--- src/rtl/jtag_uart_pkg.sv ---
// Shared register map, bit positions and sizing helper for the JTAG UART FIFO slave.
package jtag_uart_pkg;

    localparam logic [1:0] ADDR_DATA    = 2'd0;
    localparam logic [1:0] ADDR_CONTROL = 2'd1;

    localparam int RE_BIT     = 0;
    localparam int WE_BIT     = 1;
    localparam int LB_BIT     = 2;
    localparam int RI_BIT     = 8;
    localparam int WI_BIT     = 9;
    localparam int OVF_BIT    = 14;
    localparam int RVALID_BIT = 15;

    localparam int LEVEL_LSB = 16;

    // A level must represent 0..DEPTH inclusive, hence one bit more than the pointer.
    function automatic int level_w(input int depth);
        return $clog2(depth) + 1;
    endfunction

endpackage

--- src/rtl/jtag_uart_sync_fifo.sv ---
// Single-clock FIFO with occupancy level; push is ignored when full, pop when empty.
module jtag_uart_sync_fifo
    import jtag_uart_pkg::*;
#(
    parameter int W     = 8,
    parameter int DEPTH = 64
) (
    input  logic                      clk,
    input  logic                      reset,
    input  logic                      push,
    input  logic [W-1:0]              push_data,
    input  logic                      pop,
    output logic [W-1:0]              pop_data,
    output logic                      full,
    output logic                      empty,
    output logic [level_w(DEPTH)-1:0] level
);

    localparam int AW = $clog2(DEPTH);
    localparam int LW = level_w(DEPTH);

    logic [W-1:0]  mem_q [DEPTH];
    logic [AW-1:0] wr_ptr_q, wr_ptr_d;
    logic [AW-1:0] rd_ptr_q, rd_ptr_d;
    logic [LW-1:0] level_q, level_d;
    logic          push_ok, pop_ok;

    assign full     = (level_q == LW'(DEPTH));
    assign empty    = (level_q == '0);
    assign level    = level_q;
    assign pop_data = mem_q[rd_ptr_q];

    // Pointers wrap naturally because DEPTH is a power of two.
    always_comb begin
        push_ok  = push && !full;
        pop_ok   = pop && !empty;
        wr_ptr_d = wr_ptr_q + AW'(push_ok);
        rd_ptr_d = rd_ptr_q + AW'(pop_ok);
        level_d  = level_q + LW'(push_ok) - LW'(pop_ok);
    end

    always_ff @(posedge clk or posedge reset) begin
        if (reset) begin
            wr_ptr_q <= '0;
            rd_ptr_q <= '0;
            level_q  <= '0;
        end else begin
            wr_ptr_q <= wr_ptr_d;
            rd_ptr_q <= rd_ptr_d;
            level_q  <= level_d;
        end
    end

    always_ff @(posedge clk) begin
        if (push_ok) begin
            mem_q[wr_ptr_q] <= push_data;
        end
    end

endmodule

--- src/rtl/jtag_uart_fifo_slave.sv ---
// JTAG UART Avalon-MM slave with TX/RX FIFOs, status/control register and level interrupt.
// Optional internal TX->RX loopback is built when JTAG_UART_LOOPBACK_EN is defined.
module jtag_uart_fifo_slave
    import jtag_uart_pkg::*;
#(
    parameter int DATA_W   = 8,
    parameter int TX_DEPTH = 64,
    parameter int RX_DEPTH = 64
) (
    input  logic              clk,
    input  logic              reset,
    input  logic [1:0]        avs_controlSlave_address,
    input  logic              avs_controlSlave_read,
    input  logic              avs_controlSlave_write,
    input  logic [31:0]       avs_controlSlave_writedata,
    output logic [31:0]       avs_controlSlave_readdata,
    output logic              avs_controlSlave_irq,
    output logic [DATA_W-1:0] tx_data,
    output logic              tx_valid,
    input  logic              tx_ready,
    input  logic [DATA_W-1:0] rx_data,
    input  logic              rx_valid,
    output logic              rx_ready
);

    localparam int TX_LW = level_w(TX_DEPTH);
    localparam int RX_LW = level_w(RX_DEPTH);

    logic              tx_push, tx_pop, tx_full, tx_empty;
    logic [DATA_W-1:0] tx_head;
    logic [TX_LW-1:0]  tx_level, tx_space;
    logic              rx_push, rx_pop, rx_full, rx_empty;
    logic [DATA_W-1:0] rx_head, rx_push_data;
    logic [RX_LW-1:0]  rx_level, rx_level_after;

    logic [31:0] readdata_q, readdata_d;
    logic        irq_q, irq_d;
    logic        re_q, re_d;
    logic        we_q, we_d;
    logic        ovf_q, ovf_d;
    logic        data_wr, ctrl_wr, data_rd, ri, wi;
    logic        unused_wd;
`ifdef JTAG_UART_LOOPBACK_EN
    logic        lb_q, lb_d;
    logic        lb_pop;
`endif

    assign unused_wd = ^avs_controlSlave_writedata;

    always_comb begin
        data_wr = avs_controlSlave_write && (avs_controlSlave_address == ADDR_DATA);
        ctrl_wr = avs_controlSlave_write && (avs_controlSlave_address == ADDR_CONTROL);
        // A write in the same cycle wins: the read still returns status but never pops.
        data_rd = avs_controlSlave_read && !avs_controlSlave_write &&
                  (avs_controlSlave_address == ADDR_DATA);

        tx_push        = data_wr && !tx_full;
        rx_pop         = data_rd && !rx_empty;
        tx_space       = TX_LW'(TX_DEPTH) - tx_level;
        rx_level_after = rx_level - RX_LW'(rx_pop);

        ri    = re_q && (rx_level != '0);
        wi    = we_q && (tx_space >= TX_LW'(TX_DEPTH / 2));
        irq_d = ri || wi;

        re_d  = re_q;
        we_d  = we_q;
        ovf_d = ovf_q;
`ifdef JTAG_UART_LOOPBACK_EN
        lb_d  = lb_q;
`endif
        if (ctrl_wr) begin
            re_d = avs_controlSlave_writedata[RE_BIT];
            we_d = avs_controlSlave_writedata[WE_BIT];
`ifdef JTAG_UART_LOOPBACK_EN
            lb_d = avs_controlSlave_writedata[LB_BIT];
`endif
            if (avs_controlSlave_writedata[OVF_BIT]) begin
                ovf_d = 1'b0;
            end
        end
        if (data_wr && tx_full) begin
            ovf_d = 1'b1;
        end

        readdata_d = readdata_q;
        if (avs_controlSlave_read) begin
            readdata_d = '0;
            case (avs_controlSlave_address)
                ADDR_DATA: begin
                    readdata_d[LEVEL_LSB +: 16] = 16'(rx_level_after);
                    if (rx_pop) begin
                        readdata_d[DATA_W-1:0]  = rx_head;
                        readdata_d[RVALID_BIT]  = 1'b1;
                    end
                end
                ADDR_CONTROL: begin
                    readdata_d[LEVEL_LSB +: 16] = 16'(tx_space);
                    readdata_d[OVF_BIT]         = ovf_q;
                    readdata_d[WI_BIT]          = wi;
                    readdata_d[RI_BIT]          = ri;
                    readdata_d[WE_BIT]          = we_q;
                    readdata_d[RE_BIT]          = re_q;
`ifdef JTAG_UART_LOOPBACK_EN
                    readdata_d[LB_BIT]          = lb_q;
`endif
                end
                default: ;
            endcase
        end
    end

`ifdef JTAG_UART_LOOPBACK_EN
    // Loopback hides both external streams and moves one char per cycle TX->RX.
    always_comb begin
        lb_pop       = lb_q && !tx_empty && !rx_full;
        tx_valid     = !lb_q && !tx_empty;
        rx_ready     = !lb_q && !rx_full;
        tx_pop       = lb_q ? lb_pop : (tx_valid && tx_ready);
        rx_push      = lb_q ? lb_pop : (rx_valid && rx_ready);
        rx_push_data = lb_q ? tx_head : rx_data;
    end
`else
    always_comb begin
        tx_valid     = !tx_empty;
        rx_ready     = !rx_full;
        tx_pop       = tx_valid && tx_ready;
        rx_push      = rx_valid && rx_ready;
        rx_push_data = rx_data;
    end
`endif

    assign tx_data                   = tx_head;
    assign avs_controlSlave_readdata = readdata_q;
    assign avs_controlSlave_irq      = irq_q;

    always_ff @(posedge clk or posedge reset) begin
        if (reset) begin
            readdata_q <= '0;
            irq_q      <= 1'b0;
            re_q       <= 1'b0;
            we_q       <= 1'b0;
            ovf_q      <= 1'b0;
`ifdef JTAG_UART_LOOPBACK_EN
            lb_q       <= 1'b0;
`endif
        end else begin
            readdata_q <= readdata_d;
            irq_q      <= irq_d;
            re_q       <= re_d;
            we_q       <= we_d;
            ovf_q      <= ovf_d;
`ifdef JTAG_UART_LOOPBACK_EN
            lb_q       <= lb_d;
`endif
        end
    end

    jtag_uart_sync_fifo #(
        .W     (DATA_W),
        .DEPTH (TX_DEPTH)
    ) u_tx_fifo (
        .clk       (clk),
        .reset     (reset),
        .push      (tx_push),
        .push_data (avs_controlSlave_writedata[DATA_W-1:0]),
        .pop       (tx_pop),
        .pop_data  (tx_head),
        .full      (tx_full),
        .empty     (tx_empty),
        .level     (tx_level)
    );

    jtag_uart_sync_fifo #(
        .W     (DATA_W),
        .DEPTH (RX_DEPTH)
    ) u_rx_fifo (
        .clk       (clk),
        .reset     (reset),
        .push      (rx_push),
        .push_data (rx_push_data),
        .pop       (rx_pop),
        .pop_data  (rx_head),
        .full      (rx_full),
        .empty     (rx_empty),
        .level     (rx_level)
    );

endmodule

--- config.mk ---
export PLATFORM = sky130hd
export DESIGN_NAME = jtag_uart_fifo_slave
export DESIGN_NICKNAME = d
export VERILOG_FILES = /design/src/rtl/jtag_uart_pkg.sv /design/src/rtl/jtag_uart_sync_fifo.sv /design/src/rtl/jtag_uart_fifo_slave.sv
export SDC_FILE = /design/constraint.sdc
export NUM_CORES = 1
export LEC_CHECK = 0
export CELL_PAD_IN_SITES_DETAIL_PLACEMENT = 2
export CELL_PAD_IN_SITES_GLOBAL_PLACEMENT = 2
export CORE_ASPECT_RATIO = 0.8
export CORE_UTILIZATION = 50
export DETAILED_ROUTE_END_ITERATION = 8
export PLACE_DENSITY_LB_ADDON = 0.1
export SYNTH_ARGS = -nofsm -noshare
export SYNTH_HDL_FRONTEND = slang
export SYNTH_SLANG_ARGS = --single-unit
--- constraint.sdc ---
create_clock -name clk -period 6.3 [get_ports clk]
set_clock_uncertainty 0.05 [all_clocks]
set_input_delay 1.26 -clock clk [delete_from_list [all_inputs] [get_ports clk]]
set_output_delay 1.26 -clock clk [all_outputs]
set_load 0.02 [all_outputs]
==> flow_metrics.env, run 1 <==
export IMPL_seq_area_um2=32300
export IMPL_drc=14
export IMPL_ant_nets=0
export IMPL_nets=2230
export IMPL_grt_pass1_wl_um=188000
export IMPL_clock_sink_count=1085
export IMPL_syn_avg_cell_area_um2=20.9
export IMPL_setup_viol=0
export IMPL_crit_type="flop to primary output"
export IMPL_required_ps=4990
export IMPL_power_total_w=0.0214
export IMPL_io_pin_count=91
export IMPL_cts_hold_buf=0
export IMPL_avgRoutedWirePerCell_um=39.7
export IMPL_instances_no_fill=3350
export IMPL_synth_top_cell_area_share_pct=71.8
export IMPL_slew_headroom_pct=2.96
export IMPL_place_area_um2=44500
export IMPL_hold_viol_final=0
export IMPL_fin_tns_setup_ps=0
export IMPL_switchingPower_w=0.00680
export IMPL_arrival_ps=4090
export IMPL_routed_via_count=22200
export IMPL_area_delta_synth_final_pct=12.2
export IMPL_path_common_cell="mux4_2"
export IMPL_yosys_top_cells_area="edfxtp_1 72%, mux4_2 15%, dfrtp_1 3.6%"
export IMPL_postCtsSetupBuffers=0
export IMPL_cts_repair_resized=0
export IMPL_rrSetupSlack_ps=2230
export IMPL_hold_depth=1
export IMPL_swShare_pct=31.8
export IMPL_post_route_period_util_pct=85.7
export IMPL_grt_pass1_vias=23600
export IMPL_p_leak_nw=15.3
export IMPL_overflow=0
export IMPL_period_minus_slack_ps=5400
export IMPL_synth_area_um2=42800
export IMPL_status="finished, violations left"
export IMPL_drt_initial_drc_count=2531
export IMPL_hold_start="avs_controlSlave_readdata[20]"
export IMPL_clkTransAtPathRegs_ps=70
export IMPL_die_w_um=329
export IMPL_hpwl_um=77700
export IMPL_cts_root_buf="clkbuf_16"
export IMPL_grt_max_degree=68
export IMPL_final_area_um2=48000
export IMPL_hold_end="avs_controlSlave_readdata[20]"
export IMPL_hold_path_class="flop to flop"
export IMPL_critPathLaunchType="flop"
export IMPL_p_int_w=0.0146
export IMPL_cp_max_fo=25
export IMPL_finalCoreUtilization_pct=56.9
export IMPL_crit_chain="buf_4, mux4_2, mux4_2, a22oi_1, nand2_1, clkdlybuf4s50_1"
export IMPL_fp_row_count=95
export IMPL_yosys_register_bits=1085
export IMPL_grt_antenna_before_repair=4
export IMPL_timing_rr_start="u_rx_fifo.level[2]"
export IMPL_async_reset_ff_share_pct=5.62
export IMPL_synth_area_leader_cell="edfxtp_1"
export IMPL_end_kind="primary output"
export IMPL_drv_slew=0
export IMPL_fp_coreArea_um2=84400
export IMPL_die_area_um2=86800
export IMPL_drt_total_wl_um=133000
export IMPL_worst_pin_slew_ps=1460
export IMPL_layout_drive_gt1_share_pct=23.6
export IMPL_cp_slowest_stage_delay_ps=610
export IMPL_multiInputGateArea_um2=9870
export IMPL_cp_slowest_cell="mux4_2"
export IMPL_pwr_share_clk_pct=31.5
export IMPL_gp_congestion=0.803
export IMPL_grtUsageTotal_pct=31.1
export IMPL_initial_utilization_pct=50.7
export IMPL_numCtsBuffers=104
export IMPL_r2r_end="u_rx_fifo.mem_q[62][5]"
export IMPL_reg2reg_depth=8
export IMPL_rsz0062_at_grt="false"
export IMPL_synthCells=2052
export IMPL_h_tree_depth=3
export IMPL_maxCapViolCount=0
export IMPL_cts_tree="built"
export IMPL_seq_power_share_pct=40.8
export IMPL_ys_seq_area_share_pct=75.4
export IMPL_yosysWarnings=0
export IMPL_clock_latency_ps=680
export IMPL_die_h_um=264
export IMPL_netlist_cell_type_count=54
export IMPL_ir_drop_mv=0.232
export IMPL_portBuffers=54
export IMPL_vias_per_cell=6.63
export IMPL_clockBufferDepth=3
export IMPL_firstDrtPassIters=7
export IMPL_synth_edf_count=1024
export IMPL_synth_main_ff_cell="edfxtp_1"
export IMPL_failed_checks="DRC"
export IMPL_combPwrFrac_pct=27.7
export IMPL_cellPowerDensity_nw_per_um2=445
export IMPL_dp_cells=3152
export IMPL_fmax_mhz=185
export IMPL_fillers=6862
==> worst max path at each step <==
stage,startpoint,end
after floorplan,u_tx_fifo.rd_ptr_q[1],tx_data[0]
after global placement,u_tx_fifo.rd_ptr_q[0],tx_data[4]
after detailed placement,avs_controlSlave_address[1],u_tx_fifo.mem_q[30][0]
after CTS,u_tx_fifo.rd_ptr_q[0],tx_data[4]
after global routing,u_tx_fifo.rd_ptr_q[0],tx_data[5]
final,u_tx_fifo.rd_ptr_q[0],tx_data[4]
==> metrics by stage <==
step	setup slack (ps)	hold WS (ps)
after floorplan	2860	419
after global placement	1660	422
after detailed placement	1550	434
after CTS	851	467
after global routing	703	483
final	903	476
==> Yosys cell counts, types with 3 or more instances <==
cell type,number
a22oi_1,27
o21ai_0,17
xnor2_1,28
buf_2,22
mux4_2,288
nand3_1,23
a211oi_1,8
ha_1,36
edfxtp_1,1024
o21bai_1,3
clkbuf_1,37
nand2b_1,8
nor2b_1,22
o2111ai_1,3
mux2i_1,25
buf_1,17
mux2_2,7
o221ai_1,4
nand3b_1,5
o2bb2ai_1,8
dfrtp_1,61
o22ai_1,14
or2_2,5
nand2_1,58
buf_4,38
a21oi_1,20
or3b_2,3
a2111oi_0,3
nor2_1,159
inv_1,31
and2_1,7
and3_1,3
xor2_1,9
==> worst max-delay path: cells and delay by family (launching register included) <==
kind                   cells  cell delay [ps]
AOI/OAI and AO/OA          1              490
muxes                      2             1100
and+or+nand+nor            1              170
buffers and inverters      2             1090
DFF                        1              550
==> cells by family after synthesis <==
| family | count (synthesis) | share of synthesized area, % |
|---|---|---|
| multiplexers | 320 | 15.9 |
| AO/OA/AOI/OAI | 123 | 1.98 |
| other | 1 | 0.00876 |
| AND/OR/NAND/NOR | 303 | 3.13 |
| flip-flops | 1085 | 75.4 |
| buffers and inverters | 145 | 1.67 |
| adder cells (fa/ha/maj) | 38 | 1.15 |
| XOR/XNOR | 37 | 0.757 |
==> power by group through the flow <==
| stage | logic, W | clock network [W] | registers [W] |
|---|---|---|---|
| CTS | 0.00593 | 0.00681 | 0.00872 |
| global route | 0.00619 | 0.00700 | 0.00876 |
| global placement | 0.00546 | 0 | 0.00879 |
| floorplan | 0.00400 | 0 | 0.00847 |
| detailed placement | 0.00575 | 0 | 0.00885 |
| finish | 0.00593 | 0.00673 | 0.00873 |
==> registers in the layout, summed over array words and instances, names as in the netlist <==
register and count:
ovf_q 1, u_tx_fifo.level 7, u_tx_fifo.mem_q 512, re_q 1, u_tx_fifo.wr_ptr_q 6, u_rx_fifo.wr_ptr_q 6, avs_controlSlave_readdata 19, we_q 1
u_rx_fifo.mem_q 512, u_rx_fifo.level 7, u_rx_fifo.rd_ptr_q 6, u_tx_fifo.rd_ptr_q 6, avs_controlSlave_irq 1
==> per-layer routing <==
metal	share of wire (%)	track usage, %	vias to the layer above
met5	0.0090	0	-
met1	42	46.0	12300
met4	2.3	7.63	2
li1	-	-	8578
met2	48	49.2	1154
met3	7.2	4.99	199
==> placed cells by master, fill, tap and decap left out, types with 30 or more instances in the layout <==
master,synthesis,routed
inv_1,31,30
nand2_1,58,58
clkbuf_16,0,105
clkdlybuf4s50_1,0,38
ha_1,36,36
nor2_1,159,159
edfxtp_1,1024,1024
mux4_2,288,288
dfrtp_1,61,55
==> cell type report <==
cell class                      instances  share of cell area, %
Sequential cell                      1085                   67.3
Multi-Input combinational cell        834                   20.5
Timing Repair Buffer                   88                   1.68
Antenna cell                            1                0.00521
Inverter                               31                  0.242
Clock inverter                         62                   1.46
Clock buffer                          134                   5.91
Tap cell                             1115                   2.91
Power figures use the tool's default switching activity.
==> run 2: changes to the inputs <==
--- a/config.mk
+++ b/config.mk
@@ -5,9 +5,11 @@
 export SDC_FILE = /design/constraint.sdc
 export NUM_CORES = 1
 export LEC_CHECK = 0
+export CAP_MARGIN = 10
 export CELL_PAD_IN_SITES_DETAIL_PLACEMENT = 2
 export CELL_PAD_IN_SITES_GLOBAL_PLACEMENT = 2
 export CORE_ASPECT_RATIO = 0.8
+export CORE_MARGIN = 5
 export CORE_UTILIZATION = 50
 export DETAILED_ROUTE_END_ITERATION = 8
 export PLACE_DENSITY_LB_ADDON = 0.1
==> flow_metrics.env, run 2 (same netlist as run 1, synthesis figures left out) <==
export IMPL_status="complete, no violations"
export IMPL_end_kind="primary output"
export IMPL_overflow=0
export IMPL_wl_met1_um=53800
export IMPL_arrival_ps=4180
export IMPL_vias_per_cell=6.57
export IMPL_die_area_um2=91600
export IMPL_postCtsSetupBuffers=0
export IMPL_crit_chain="buf_12, mux4_2, mux4_2, a22oi_1, nand2_1, clkdlybuf4s50_1"
export IMPL_switchingPower_w=0.00681
export IMPL_cts_root_buf="clkbuf_16"
export IMPL_grtUsageTotal_pct=29.3
export IMPL_seq_power_share_pct=41.2
export IMPL_grt_antenna_before_repair=4
export IMPL_required_ps=4990
export IMPL_ant_nets=0
export IMPL_fmax_mhz=182
export IMPL_timing_rr_start="u_tx_fifo.level[3]"
export IMPL_layout_drive_gt1_share_pct=23.1
export IMPL_gp_congestion=0.779
export IMPL_fp_coreArea_um2=85400
export IMPL_setup_viol=0
export IMPL_maxCapViolCount=0
export IMPL_combPwrFrac_pct=27.9
export IMPL_clock_sink_count=1085
export IMPL_h_tree_depth=3
export IMPL_highest_layer="met5"
export IMPL_initial_utilization_pct=50.1
export IMPL_layout_commonest_cell="edfxtp_1"
export IMPL_die_w_um=337
export IMPL_met2_length_um=63000
export IMPL_cts_tree="built"
export IMPL_fillers=6945
export IMPL_place_ws_ps=944
export IMPL_cp_slowest_stage_delay_ps=650
export IMPL_path_common_cell="mux4_2"
export IMPL_die_h_um=272
export IMPL_fp_row_count=96
export IMPL_drv_slew=0
export IMPL_most_common_layout_cells="1,024 x edfxtp_1, 288 x mux4_2, 159 x nor2_1, 107 x clkbuf_16, 58 x nand2_1"
export IMPL_cts_repair_resized=0
export IMPL_hold_path_class="flop to flop"
export IMPL_crit_type="flop to primary output"
export IMPL_grt_pass1_wl_um=189000
export IMPL_p_int_w=0.0145
export IMPL_hpwl_um=77600
export IMPL_area_delta_synth_final_pct=12.1
export IMPL_drt_total_wl_um=132000
export IMPL_power_total_w=0.0213
export IMPL_dp_cells=3161
export IMPL_cp_max_fo=93
export IMPL_cp_slowest_cell="mux4_2"
export IMPL_hold_viol_final=0
export IMPL_hold_start="u_rx_fifo.rd_ptr_q[5]"
export IMPL_slew_headroom_pct=18.6
export IMPL_firstDrtPassIters=5
export IMPL_clockBufferDepth=3
export IMPL_instances_no_fill=3364
export IMPL_crit_start="u_tx_fifo.rd_ptr_q[0]"
export IMPL_fin_tns_setup_ps=0
export IMPL_setup_slack_ps=809
export IMPL_post_route_period_util_pct=87.2
export IMPL_grt_pass1_vias=23900
export IMPL_cts_hold_buf=0
export IMPL_cellPowerDensity_nw_per_um2=444
export IMPL_avgRoutedWirePerCell_um=39.3
export IMPL_nets=2232
export IMPL_numCtsBuffers=105
export IMPL_rsz0062_at_grt="false"
export IMPL_p_leak_nw=15.2
export IMPL_drt_initial_drc_count=2486
export IMPL_swShare_pct=32.0
export IMPL_routed_via_count=22100
export IMPL_critPathLaunchType="flop"
export IMPL_clock_latency_ps=690
export IMPL_clkTransAtPathRegs_ps=70
export IMPL_wl_met3_um=12000
export IMPL_io_pin_count=91
export IMPL_ir_drop_mv=0.279
export IMPL_grt_max_degree=94
export IMPL_worst_pin_slew_ps=1220
export IMPL_path_buf_inv=2
export IMPL_period_minus_slack_ps=5490
export IMPL_crit_family="multiplexers"
export IMPL_portBuffers=54
export IMPL_drc=0
export IMPL_pwr_share_clk_pct=30.9
-- run 2: cell count changes in the layout (fill, tap and decap cells not counted) --
cell        before  now
buf_12           7    8
buf_16           0    1
buf_4           28   27
bufinv_16       15   14
clkbuf_1        19   14
clkbuf_16      105  107
clkbuf_8        10    3
clkinv_1        10   27
clkinv_2        28   24
clkinv_4         1    0
clkinvlp_4       3    4
diode_2          1    2
inv_6            5    3
-- run 2: metrics by stage --
stage | instance area, µm² | hold slack, ps | util, %
after global routing | 48000 | 475 | 56.2
after floorplan | 42900 | 419 | -
after CTS | 47900 | 454 | 56.1
after detailed placement | 44400 | 426 | 52.0
final | 48000 | 463 | 56.2
after global placement | 44400 | 408 | 52.0
-- run 2: final timing paths --
kind | end | slack [ps] | cells past startpoint
worst max-delay path | tx_data[3] | 810 | 6
worst min-delay path | u_rx_fifo.rd_ptr_q[5] | 460 | 1
worst max register to register | u_tx_fifo.mem_q[30][1] | 2110 | 8
worst min register to register | u_rx_fifo.rd_ptr_q[5] | 460 | 1
max in group asynchronous | u_rx_fifo.rd_ptr_q[1] | 4070 | 3
min in group asynchronous | u_tx_fifo.wr_ptr_q[2] | 930 | 2
-- run 2: final cells by class --
cell class | count | area (µm²) | area share, %
Antenna cell | 2 | 5.00 | 0.0104
Timing Repair Buffer | 89 | 846 | 1.76
Sequential cell | 1085 | 32300 | 67.3
Tap cell | 1127 | 1410 | 2.94
Inverter | 31 | 116 | 0.242
Clock buffer | 124 | 2770 | 5.77
Multi-Input combinational cell | 834 | 9870 | 20.6
Clock inverter | 72 | 698 | 1.45
-- run 2: per-layer routing --
| metal | up-vias | global-route usage [%] |
|---|---|---|
| met3 | 226 | 7.99 |
| met4 | 4 | 7.21 |
| met2 | 1207 | 45.9 |
| met1 | 12100 | 41.8 |
| li1 | 8569 | - |
| met5 | - | 0 |
-- run 2: power by group through the flow --
| stage | clock, W | sequential, W | combinational (W) |
|---|---|---|---|
| after floorplan | 0 | 0.00847 | 0.00400 |
| after global placement | 0 | 0.00886 | 0.00549 |
| after detailed placement | 0 | 0.00891 | 0.00575 |
| after CTS | 0.00666 | 0.00879 | 0.00592 |
| after global routing | 0.00701 | 0.00881 | 0.00619 |
| final | 0.00658 | 0.00878 | 0.00593 |
